[src/rtl/bam_error_monitor.sv]
// bam_error_monitor: accumulates error count, signed/absolute error distance and max error
// of an approximate multiplier against the exact product over a programmed sample run.
module bam_error_monitor #(
  parameter int WIDTH   = 8,
  parameter int SAMPLES = 10000,
  parameter int CNT_W   = 14,
  parameter int ACC_W   = 32
) (
  input  logic                 clk,
  input  logic                 rst_n,
  input  logic                 start,
  input  logic                 in_valid,
  output logic                 in_ready,
  input  logic [WIDTH-1:0]     a,
  input  logic [WIDTH-1:0]     b,
  input  logic [2*WIDTH-1:0]   p_apprx,
  output logic                 busy,
  output logic                 done,
  output logic [CNT_W-1:0]     sample_count,
  output logic [CNT_W-1:0]     err_count,
  output logic [ACC_W-1:0]     sum_ed_abs,
  output logic [ACC_W-1:0]     sum_ed,
  output logic [2*WIDTH-1:0]   max_ed,
  output logic                 acc_ovf
);
  localparam int PW = 2 * WIDTH;
  typedef enum logic [1:0] {IDLE, RUN, DRAIN, DONE} state_t;
  state_t            r_state, w_next;
  logic [CNT_W-1:0]  r_accepted;
  logic              r_v1;
  logic [PW-1:0]     r_exact, r_apprx;
  logic              w_accept, w_last, w_clear;
  logic signed [PW:0] w_ed;
  logic [PW-1:0]     w_abs;
  logic [ACC_W:0]    w_abs_sum;
  assign in_ready  = (r_state == RUN) && (r_accepted < CNT_W'(SAMPLES));
  assign busy      = (r_state == RUN) || (r_state == DRAIN);
  assign done      = (r_state == DONE);
  assign w_accept  = in_valid && in_ready;
  assign w_last    = w_accept && (r_accepted == CNT_W'(SAMPLES - 1));
  assign w_clear   = start && (r_state == IDLE || r_state == DONE);
  assign w_ed      = $signed({1'b0, r_exact}) - $signed({1'b0, r_apprx});
  assign w_abs     = w_ed[PW] ? PW'(-w_ed) : w_ed[PW-1:0];
  // one extra bit catches the carry that signals saturation
  assign w_abs_sum = {1'b0, sum_ed_abs} + (ACC_W + 1)'(w_abs);
  always_comb begin
    w_next = r_state;
    case (r_state)
      IDLE, DONE: w_next = start ? RUN : r_state;
      RUN:        w_next = w_last ? DRAIN : RUN;
      DRAIN:      w_next = r_v1 ? DRAIN : DONE;
      default:    w_next = IDLE;
    endcase
  end
  always_ff @(posedge clk or negedge rst_n) begin
    if (!rst_n) begin
      r_state      <= IDLE;
      r_accepted   <= '0;
      r_v1         <= 1'b0;
      r_exact      <= '0;
      r_apprx      <= '0;
      sample_count <= '0;
      err_count    <= '0;
      sum_ed_abs   <= '0;
      sum_ed       <= '0;
      max_ed       <= '0;
      acc_ovf      <= 1'b0;
    end else begin
      r_state <= w_next;
      r_v1    <= w_accept;
      if (w_accept) begin
        r_exact <= a * b;
        r_apprx <= p_apprx;
      end
      if (w_clear) begin
        r_accepted   <= '0;
        sample_count <= '0;
        err_count    <= '0;
        sum_ed_abs   <= '0;
        sum_ed       <= '0;
        max_ed       <= '0;
        acc_ovf      <= 1'b0;
      end else begin
        if (w_accept) r_accepted <= r_accepted + 1'b1;
        if (r_v1) begin
          sample_count <= sample_count + 1'b1;
          err_count    <= err_count + CNT_W'(w_ed != 0);
          sum_ed       <= sum_ed + ACC_W'(w_ed);
          sum_ed_abs   <= w_abs_sum[ACC_W] ? '1 : w_abs_sum[ACC_W-1:0];
          if (w_abs_sum[ACC_W]) acc_ovf <= 1'b1;
          if (w_abs > max_ed) max_ed <= w_abs;
        end
      end
    end
  end
endmodule

[config.mk]
export PLATFORM = sky130hd
export DESIGN_NAME = bam_error_monitor
export DESIGN_NICKNAME = d
export VERILOG_FILES = /design/src/rtl/bam_error_monitor.sv
export SDC_FILE = /design/constraint.sdc
export NUM_CORES = 1
export LEC_CHECK = 0
export BUFFER_PORTS_ARGS = -buffer_cell sky130_fd_sc_hd__buf_4
export CAP_MARGIN = 15
export CORE_ASPECT_RATIO = 0.9
export CORE_MARGIN = 2
export CORE_UTILIZATION = 66
export CTS_BUF_LIST = sky130_fd_sc_hd__clkbuf_2
export CTS_CLUSTER_DIAMETER = 120
export DETAILED_ROUTE_END_ITERATION = 10
export HOLD_SLACK_MARGIN = 0.02
export PLACE_DENSITY = 0.9
export SLEW_MARGIN = 20
export SYNTH_ARGS = -nofsm -noshare
export SYNTH_HDL_FRONTEND = slang
export SYNTH_SLANG_ARGS = --single-unit
[constraint.sdc]
create_clock -name clk -period 12.65 [get_ports clk]
set_input_delay 3.1625 -clock clk [delete_from_list [all_inputs] [get_ports clk]]
set_output_delay 3.1625 -clock clk [all_outputs]
set_load 0.01 [all_outputs]
# Word level (Yosys, flattened, before mapping)
# Index checks and enable logic that the tools add are counted.
# word_totals
input_bits,36
regBits,158
wordCells,63
out_inout_bits,112
# classes
magnitude_cmp,2
n_mul,1
eq_ne,5
n_mux,22
reduce_logical,15
add_sub_neg,7
# op_table
op,n
$mux 32,5
$mux 14,6
$mux 16,4
$add 32x16->33,1
$add 32x32->32,1
$reduce_bool 32->1,1
$add 14x1->14 const B,2
$sub 16x16->17,1
$gt 16x16->1,1
$mul 8x8->16,1
$neg 16->16,1
$add 14x1->14,1
$eq 14x14->1 const B,1
$lt 14x14->1 const B,1
$reduce_bool 2->1,4
$pmux 2 s3,1
$eq 2x2->1 const B,2
$logic_and 1x1->1,4
$mux 1,4
$mux 2,2
$reduce_and 2->1,2
$eq 2x1->1 const B,1
$logic_not 2->1,1
$logic_or 1x1->1,2
other kinds (2),2

# Logic depth before layout (Yosys ltp)
# Gate-level depths: netlist of run 1.
# logic_depth
word_depth,7
depth_mapped,26
depth_no_buf,24

# Worst setup path before layout of run 1
# Ideal clock, no wire load.
# synth_path
path_type,input-to-reg
startpoint,input b[4]
endpoint,register r_exact[15]
n_path_buf,0
path_stages,18
t_arrival_ns,6.997
required_time_ns,12.515
setup_ns,0.135
slack_ns,5.518
cell_sequence,and2_1 fa_1 fa_1 inv_1 fa_1 fa_1 inv_1 ha_1 o21ai_0 a21boi_0 o21ai_0 a21boi_0 o21ai_0 a21oi_1 o21ai_0 a21oi_1 xnor2_1 o21ai_0
# synth_between
elab_chain_len,1
# synth_lines
element,line,text
"start, declared",15,"input logic [WIDTH-1:0] b,"
$mul 8x8->16,72,r_exact <= a * b;
"end signal, assigned",72,
"end, declared",31,"logic [PW-1:0] r_exact, r_apprx;"
# No other way between the ends.
# A chain may end at the register's enable or synchronous reset.

# Final worst setup path of run 1
# Ends and elaborated chain as after synthesis.

==> results of run 1 <==
## layout by cell type, fill, tap and decap left out, types with 5 or more instances in the layout
| cell | count |
|---|---|
| o211ai_1 | 6 |
| o31ai_1 | 8 |
| a31oi_1 | 10 |
| a21oi_1 | 89 |
| nor3_1 | 11 |
| mux2i_1 | 24 |
| nor2_1 | 121 |
| clkbuf_2 | 17 |
| nand3b_1 | 6 |
| nor2b_1 | 13 |
| o21ai_0 | 93 |
| o21a_1 | 12 |
| fa_1 | 39 |
| or3_1 | 13 |
| and3_1 | 15 |
| ha_1 | 122 |
| inv_6 | 5 |
| xor2_1 | 59 |
| o21bai_1 | 8 |
| xnor2_1 | 53 |
| nand2b_1 | 11 |
| a41oi_1 | 7 |
| and2_1 | 43 |
| a21o_1 | 31 |
| a211oi_1 | 10 |
| nand4_1 | 16 |
| o21ai_1 | 16 |
| buf_4 | 152 |
| nand2_1 | 144 |
| nand3_1 | 38 |
| o211a_1 | 13 |
| dfrtp_1 | 157 |
| inv_1 | 113 |
## tightest hold or removal path, stage by stage, from the launching register on
cell and delay [ns]:
dfrtp_1 0.41, nand2_1 0.05, nand2_1 0.06
## routing by layer
| metal | up-vias | share of wire (%) | wire, µm | track usage, % |
|---|---|---|---|---|
| met2 | 366 | 49 | 14500 | 50.3 |
| li1 | 5124 | - | - | - |
| met4 | 0 | 2.3 | 682 | 9.84 |
| met3 | 48 | 6.5 | 1910 | 4.69 |
| met5 | - | 0 | 0 | 0 |
| met1 | 5192 | 42 | 12300 | 39.5 |
## cells in the mapped netlist, drive strengths merged (8+ instances only)
cell type	n	area, µm²
and3	15	93.8
xnor2	54	480
o31ai	8	60.1
nor2b	14	90.1
nor2	121	454
a211oi	12	100
o21ai	110	554
o21bai	8	60.1
nor3	12	60.1
ha	122	1530
dfrtp	158	3950
inv	115	432
nand3	38	190
or3	15	104
mux2i	24	240
clkbuf	33	124
xor2	59	517
nand2	144	541
o21a	12	90.1
nand2b	11	68.8
and2	44	275
a21oi	91	463
o211a	13	130
a21o	32	241
fa	39	781
buf	10	42.5
a31oi	10	62.6
nand4	16	100
## how the worst max path moves through the flow
stage	slack, ns	endpoint	depth (start not counted)
2_1_floorplan	5.52	r_exact[15]$_DFFE_PN0P_	18
3_3_place_gp	5.12	r_exact[15]$_DFFE_PN0P_	19
3_5_place_dp	5.01	r_exact[15]$_DFFE_PN0P_	19
4_1_cts	5.85	r_exact[15]$_DFFE_PN0P_	19
5_1_grt	5.49	r_exact[15]$_DFFE_PN0P_	19
6_report	5.75	r_exact[15]$_DFFE_PN0P_	19
## per-stage QoR
stage	area (µm²)	util (%)
floorplan	12400	-
global placement	13700	74.5
detailed placement	13700	74.5
CTS	14000	75.9
global route	14000	76.0
finish	14000	76.0
## cell type report
cell class	count	area (µm²)
clock inverter	14	174
tap	245	307
multi-input combinational	1089	7870
antenna	1	2.50
inverter	115	432
sequential	158	3960
fill	1324	4420
clock buffer	17	85.1
timing repair buffer	154	1160
## cells by family after synthesis
kind of cell,after synthesis,synth area share (%)
AO/OA/AOI/OAI,338,17.4
XOR/XNOR,113,8.04
adder cells (fa/ha/maj),163,18.8
buffers and inverters,158,4.82
flip-flops,158,31.9
multiplexers,24,1.94
AND/OR/NAND/NOR,451,17.2
## state kept, by name, summed over array words and instances, names as in the netlist
| signal | count |
|---|---|
| r_apprx | 16 |
| r_state | 2 |
| r_v1 | 1 |
| r_accepted | 14 |
| sum_ed | 32 |
| err_count | 14 |
| max_ed | 16 |
| acc_ovf | 1 |
| r_exact | 16 |
| sample_count | 14 |
| sum_ed_abs | 32 |
==> impl_metrics.json, run 1 <==
{
  "path_delay_family": "adder cells",
  "path_max_fanout": 8,
  "dieWidth_um": 149,
  "maxCapViolations": 0,
  "maxSlewViolCount": 0,
  "crit_arrival_ns": 7.54,
  "outcome": "complete, no violations",
  "grt_pass1_vias": 10367,
  "hold_viol_final": 0,
  "cts_tree": "built",
  "r2r-start": "r_exact[0]$_DFFE_PN0P_",
  "htreeDepth": 4,
  "final_nets": 1732,
  "critPathBufInv": 3,
  "post_layout_nonfiller_instances": 1793,
  "worstPathCellList": "buf_4 -> and2_1 -> fa_1 -> fa_1 -> inv_1 -> fa_1 -> fa_1 -> inv_1 -> ha_1 -> o21ai_0 -> a21boi_0 -> o21ai_0 -> a21boi_0 -> o21ai_0 -> a21oi_1 -> o21ai_0 -> a21oi_1 -> xnor2_1 -> o21ai_0",
  "fin_crit_sh_pct": 54.6,
  "synth_seq_cells": 158,
  "gp_congestion": 0.907,
  "drt_iter0_markers": 791,
  "postCtsHoldBufs": 0,
  "r2r_slack_ns": 6.68,
  "period_needed_ns": 6.90,
  "io_buffers": 147,
  "avgSynthCellArea_um2": 8.83,
  "holdWs_ns": 0.525,
  "fin_skew_ns": 0.0306,
  "synth-edff-count": 0,
  "crit_top_cell": "o21ai_0",
  "antenna_found_initial": 1,
  "die_y_um": 134,
  "ys_seq_area_share_pct": 31.9,
  "hold_depth": 2,
  "hold_end": "acc_ovf$_DFFE_PN0P_",
  "synth_ff_type": "dfrtp_1",
  "setup_viol": 0,
  "path_class": "input pin to flop",
  "insertion_delay_ns": 0.78,
  "hpwl_um": 22200,
  "tightest_slew_ns": 0.906,
  "pre_cts_slack_ns": 5.01,
  "slew-limit-headroom_pct": 39.6,
  "hp-class": "flop to flop",
  "grt_pass1_wl_um": 48500,
  "io_pins": 148,
  "cp_slowest_cell": "fa_1",
  "ys_warn_count": 0,
  "grt_usage_pct": 29.8,
  "critical_path.startpoint": "b[4]",
  "grt_start_max_net_pins": 83,
  "synth.distinct_cells": 68,
  "crit_required_ns": 13.29,
  "dp.cells": 1761,
  "max_clock_freq_ghz": 0.145,
  "synthArstFlopShare_pct": 100,
  "cts.reportedPaths.clkPinSlew_ns": 0.26,
  "antenna_left": 0,
  "fin_setup_tns_ns": 0,
  "syn-cell-area_um2": 12400,
  "cts_setup_buffers": 0,
  "core.rowCount": 47,
  "start_util_pct": 67.4,
  "cts_made_buffers": 17,
  "syn_inst": 1405,
  "dr.pass1.iters": 9,
  "drive_gt1_share_pct": 13.7,
  "dieArea_um2": 19900,
  "rr_worst_depth": 25,
  "min_from": "acc_ovf$_DFFE_PN0P_",
  "startpoint_type": "input pin",
  "cts_root_buf": "clkbuf_2",
  "overflow": 0,
  "vias_per_cell": 5.98,
  "r2r-end": "sum_ed_abs[29]$_DFFE_PN0P_",
  "drt_wl_total_um": 29400,
  "cts.sinks": 158,
  "routedWlPerCell_um": 16.4,
  "clockBufferDepth": 2,
  "syn_nets": 1602,
  "vias": 10730,
  "drc": 0,
  "cts_resized": 0,
  "crit_path_end_kind": "flop",
  "setup_ws_ns": 5.75,
  "core_area_um2": 18400,
  "cpPeakStageDelay_ns": 0.54,
  "syn2layout_area_growth_pct": 12.7,
  "grt_setup_unrepaired": "no"
}
Power of run 1 is left out: the tool's default activity adds up to more than one toggle a clock period on the data nets, which glitch-free logic cannot reach.
==> inputs of run 2 (changes only) <==
--- a/config.mk
+++ b/config.mk
@@ -9,12 +9,12 @@
 export CAP_MARGIN = 15
 export CORE_ASPECT_RATIO = 0.9
 export CORE_MARGIN = 2
-export CORE_UTILIZATION = 66
+export CORE_UTILIZATION = 61
 export CTS_BUF_LIST = sky130_fd_sc_hd__clkbuf_2
 export CTS_CLUSTER_DIAMETER = 120
 export DETAILED_ROUTE_END_ITERATION = 10
 export HOLD_SLACK_MARGIN = 0.02
-export PLACE_DENSITY = 0.9
+export PLACE_DENSITY = 0.84
 export SLEW_MARGIN = 20
 export SYNTH_ARGS = -nofsm -noshare
 export SYNTH_HDL_FRONTEND = slang
==> constraint.sdc (replaced) <==
create_clock -name clk -period 6.6 [get_ports clk]
set_input_delay 1.65 -clock clk [delete_from_list [all_inputs] [get_ports clk]]
set_output_delay 1.65 -clock clk [all_outputs]
set_load 0.01 [all_outputs]
==> run 2 against run 1 <==
Effect of this change: routed wire length fell by 2.0%; count of clock-buffer cells in the layout unchanged; design area up 0.18%; die area rose by 8.0%.
==> impl_metrics.json, run 2 (synthesis gave the netlist of run 1 again) <==
{
  "grt_setup_unrepaired": "no",
  "hpwl_um": 22100,
  "grt_pass1_wl_um": 48400,
  "vias_per_cell": 5.80,
  "final_nets": 1734,
  "fill_cells": 1599,
  "io_buffers": 147,
  "mostFrequentLayoutCell": "dfrtp_1",
  "cts_resized": 0,
  "path_class": "flop to flop",
  "period_needed_ns": 5.81,
  "die_y_um": 139,
  "gp_congestion": 0.906,
  "routedWlPerCell_um": 16.0,
  "crit_arrival_ns": 6.52,
  "outcome": "complete, no violations",
  "vias": 10461,
  "grt_pass1_vias": 10221,
  "slew-limit-headroom_pct": 36.0,
  "hp-class": "flop to flop",
  "cts_made_buffers": 17,
  "core_area_um2": 20000,
  "core.rowCount": 49,
  "dieArea_um2": 21500,
  "fin_crit_sh_pct": 88.0,
  "setup_viol": 0,
  "grt_start_max_net_pins": 83,
  "drt_iter0_markers": 602,
  "final_core_util_pct": 70.1,
  "clockBufferDepth": 2,
  "htreeDepth": 4,
  "dieWidth_um": 154,
  "crit_required_ns": 7.31,
  "cts_setup_buffers": 0,
  "insertion_delay_ns": 0.78,
  "crit_path_end_kind": "flop",
  "path_max_fanout": 22,
  "overflow": 0,
  "tightest_slew_ns": 0.960,
  "maxSlewViolCount": 0,
  "fin_skew_ns": 0.0341,
  "top_regs": "sum_ed (32), sum_ed_abs (32)",
  "hold_viol_final": 0,
  "drive_gt1_share_pct": 13.8,
  "postCtsHoldBufs": 0,
  "cts_root_buf": "clkbuf_2",
  "grt_usage_pct": 27.4,
  "fin_setup_tns_ns": 0,
  "antenna_left": 0,
  "cts_tree": "built",
  "io_pins": 148,
  "maxCapViolations": 0,
  "max_clock_freq_ghz": 0.172,
  "dr.pass1.iters": 5,
  "mostFrequentLayoutCells": "157 x dfrtp_1, 155 x buf_4, 144 x nand2_1",
  "drt_wl_total_um": 28800,
  "cts.reportedPaths.clkPinSlew_ns": 0.26,
  "syn2layout_area_growth_pct": 12.9,
  "drc": 0,
  "antenna_found_initial": 1,
  "startpoint_type": "flop",
  "start_util_pct": 62.1,
  "cts.sinks": 158
}
run 2: through the flow:
stage	hold WS, ns	worst slack (ns)	area, µm²	std cells
floorplan	0.450	0.980	12400	1405
global placement	0.465	0.601	13700	1773
detailed placement	0.473	0.385	13700	1773
CTS	0.524	0.804	14000	1804
global route	0.549	0.396	14000	1805
finish	0.519	0.794	14000	1805
run 2: critical path: stages (launching register included):
cell and delay [ns]:
dfrtp_1 0.37, inv_1 0.06, ha_1 0.23, fa_1 0.42, nor2b_2 0.16, o2111ai_2 0.19, a211o_1 0.37, a31oi_1 0.25
a21o_1 0.15, a21oi_1 0.09, o21ai_1 0.16, buf_4 0.22, inv_2 0.22, nand2_1 0.14, xnor2_1 0.12, ha_1 0.37
inv_1 0.05, o21bai_1 0.13, a21o_1 0.16, a21oi_1 0.12, o31ai_1 0.44, o221ai_1 0.25, a211oi_2 0.57, nand2_1 0.13
xor2_1 0.16, o21ai_0 0.20
run 2: path summary, 6_finish.rpt:
| check | startpoint | endpoint | slack [ns] | cells after the start |
|---|---|---|---|---|
| max | r_exact[0]$_DFFE_PN0P_ | sum_ed_abs[19]$_DFFE_PN0P_ | 0.79 | 25 |
| min | r_exact[3]$_DFFE_PN0P_ | r_exact[3]$_DFFE_PN0P_ | 0.52 | 2 |
| max reg2reg | r_exact[0]$_DFFE_PN0P_ | sum_ed_abs[19]$_DFFE_PN0P_ | 0.79 | 25 |
| min reg2reg | r_exact[3]$_DFFE_PN0P_ | r_exact[3]$_DFFE_PN0P_ | 0.52 | 2 |
| max in group asynchronous | rst_n | max_ed[1]$_DFFE_PN0P_ | 4.72 | 2 |
| min in group asynchronous | rst_n | sum_ed_abs[18]$_DFFE_PN0P_ | 0.77 | 1 |
run 2: area by class of cell:
class,instances,area (µm²),area share (%)
Antenna cell,1,2.50,0.0179
Clock buffer,17,85.1,0.607
Clock inverter,14,175,1.25
Inverter,115,432,3.08
Multi-Input combinational cell,1089,7870,56.1
Sequential cell,158,3960,28.2
Tap cell,255,319,2.28
Timing Repair Buffer,156,1170,8.39
run 2: per-layer routing:
layer / vias to the layer above / share of wire [%] / track usage [%] / wire length [µm]
met2: 294 / 48 / 46.3 / 13900
met5: - / 0 / 0 / 0
met4: 0 / 2.1 / 8.28 / 619
met1: 5014 / 44 / 36.3 / 12600
met3: 45 / 5.6 / 4.83 / 1610
li1: 5108 / - / - / -
Power of run 2 is left out for the same reason.
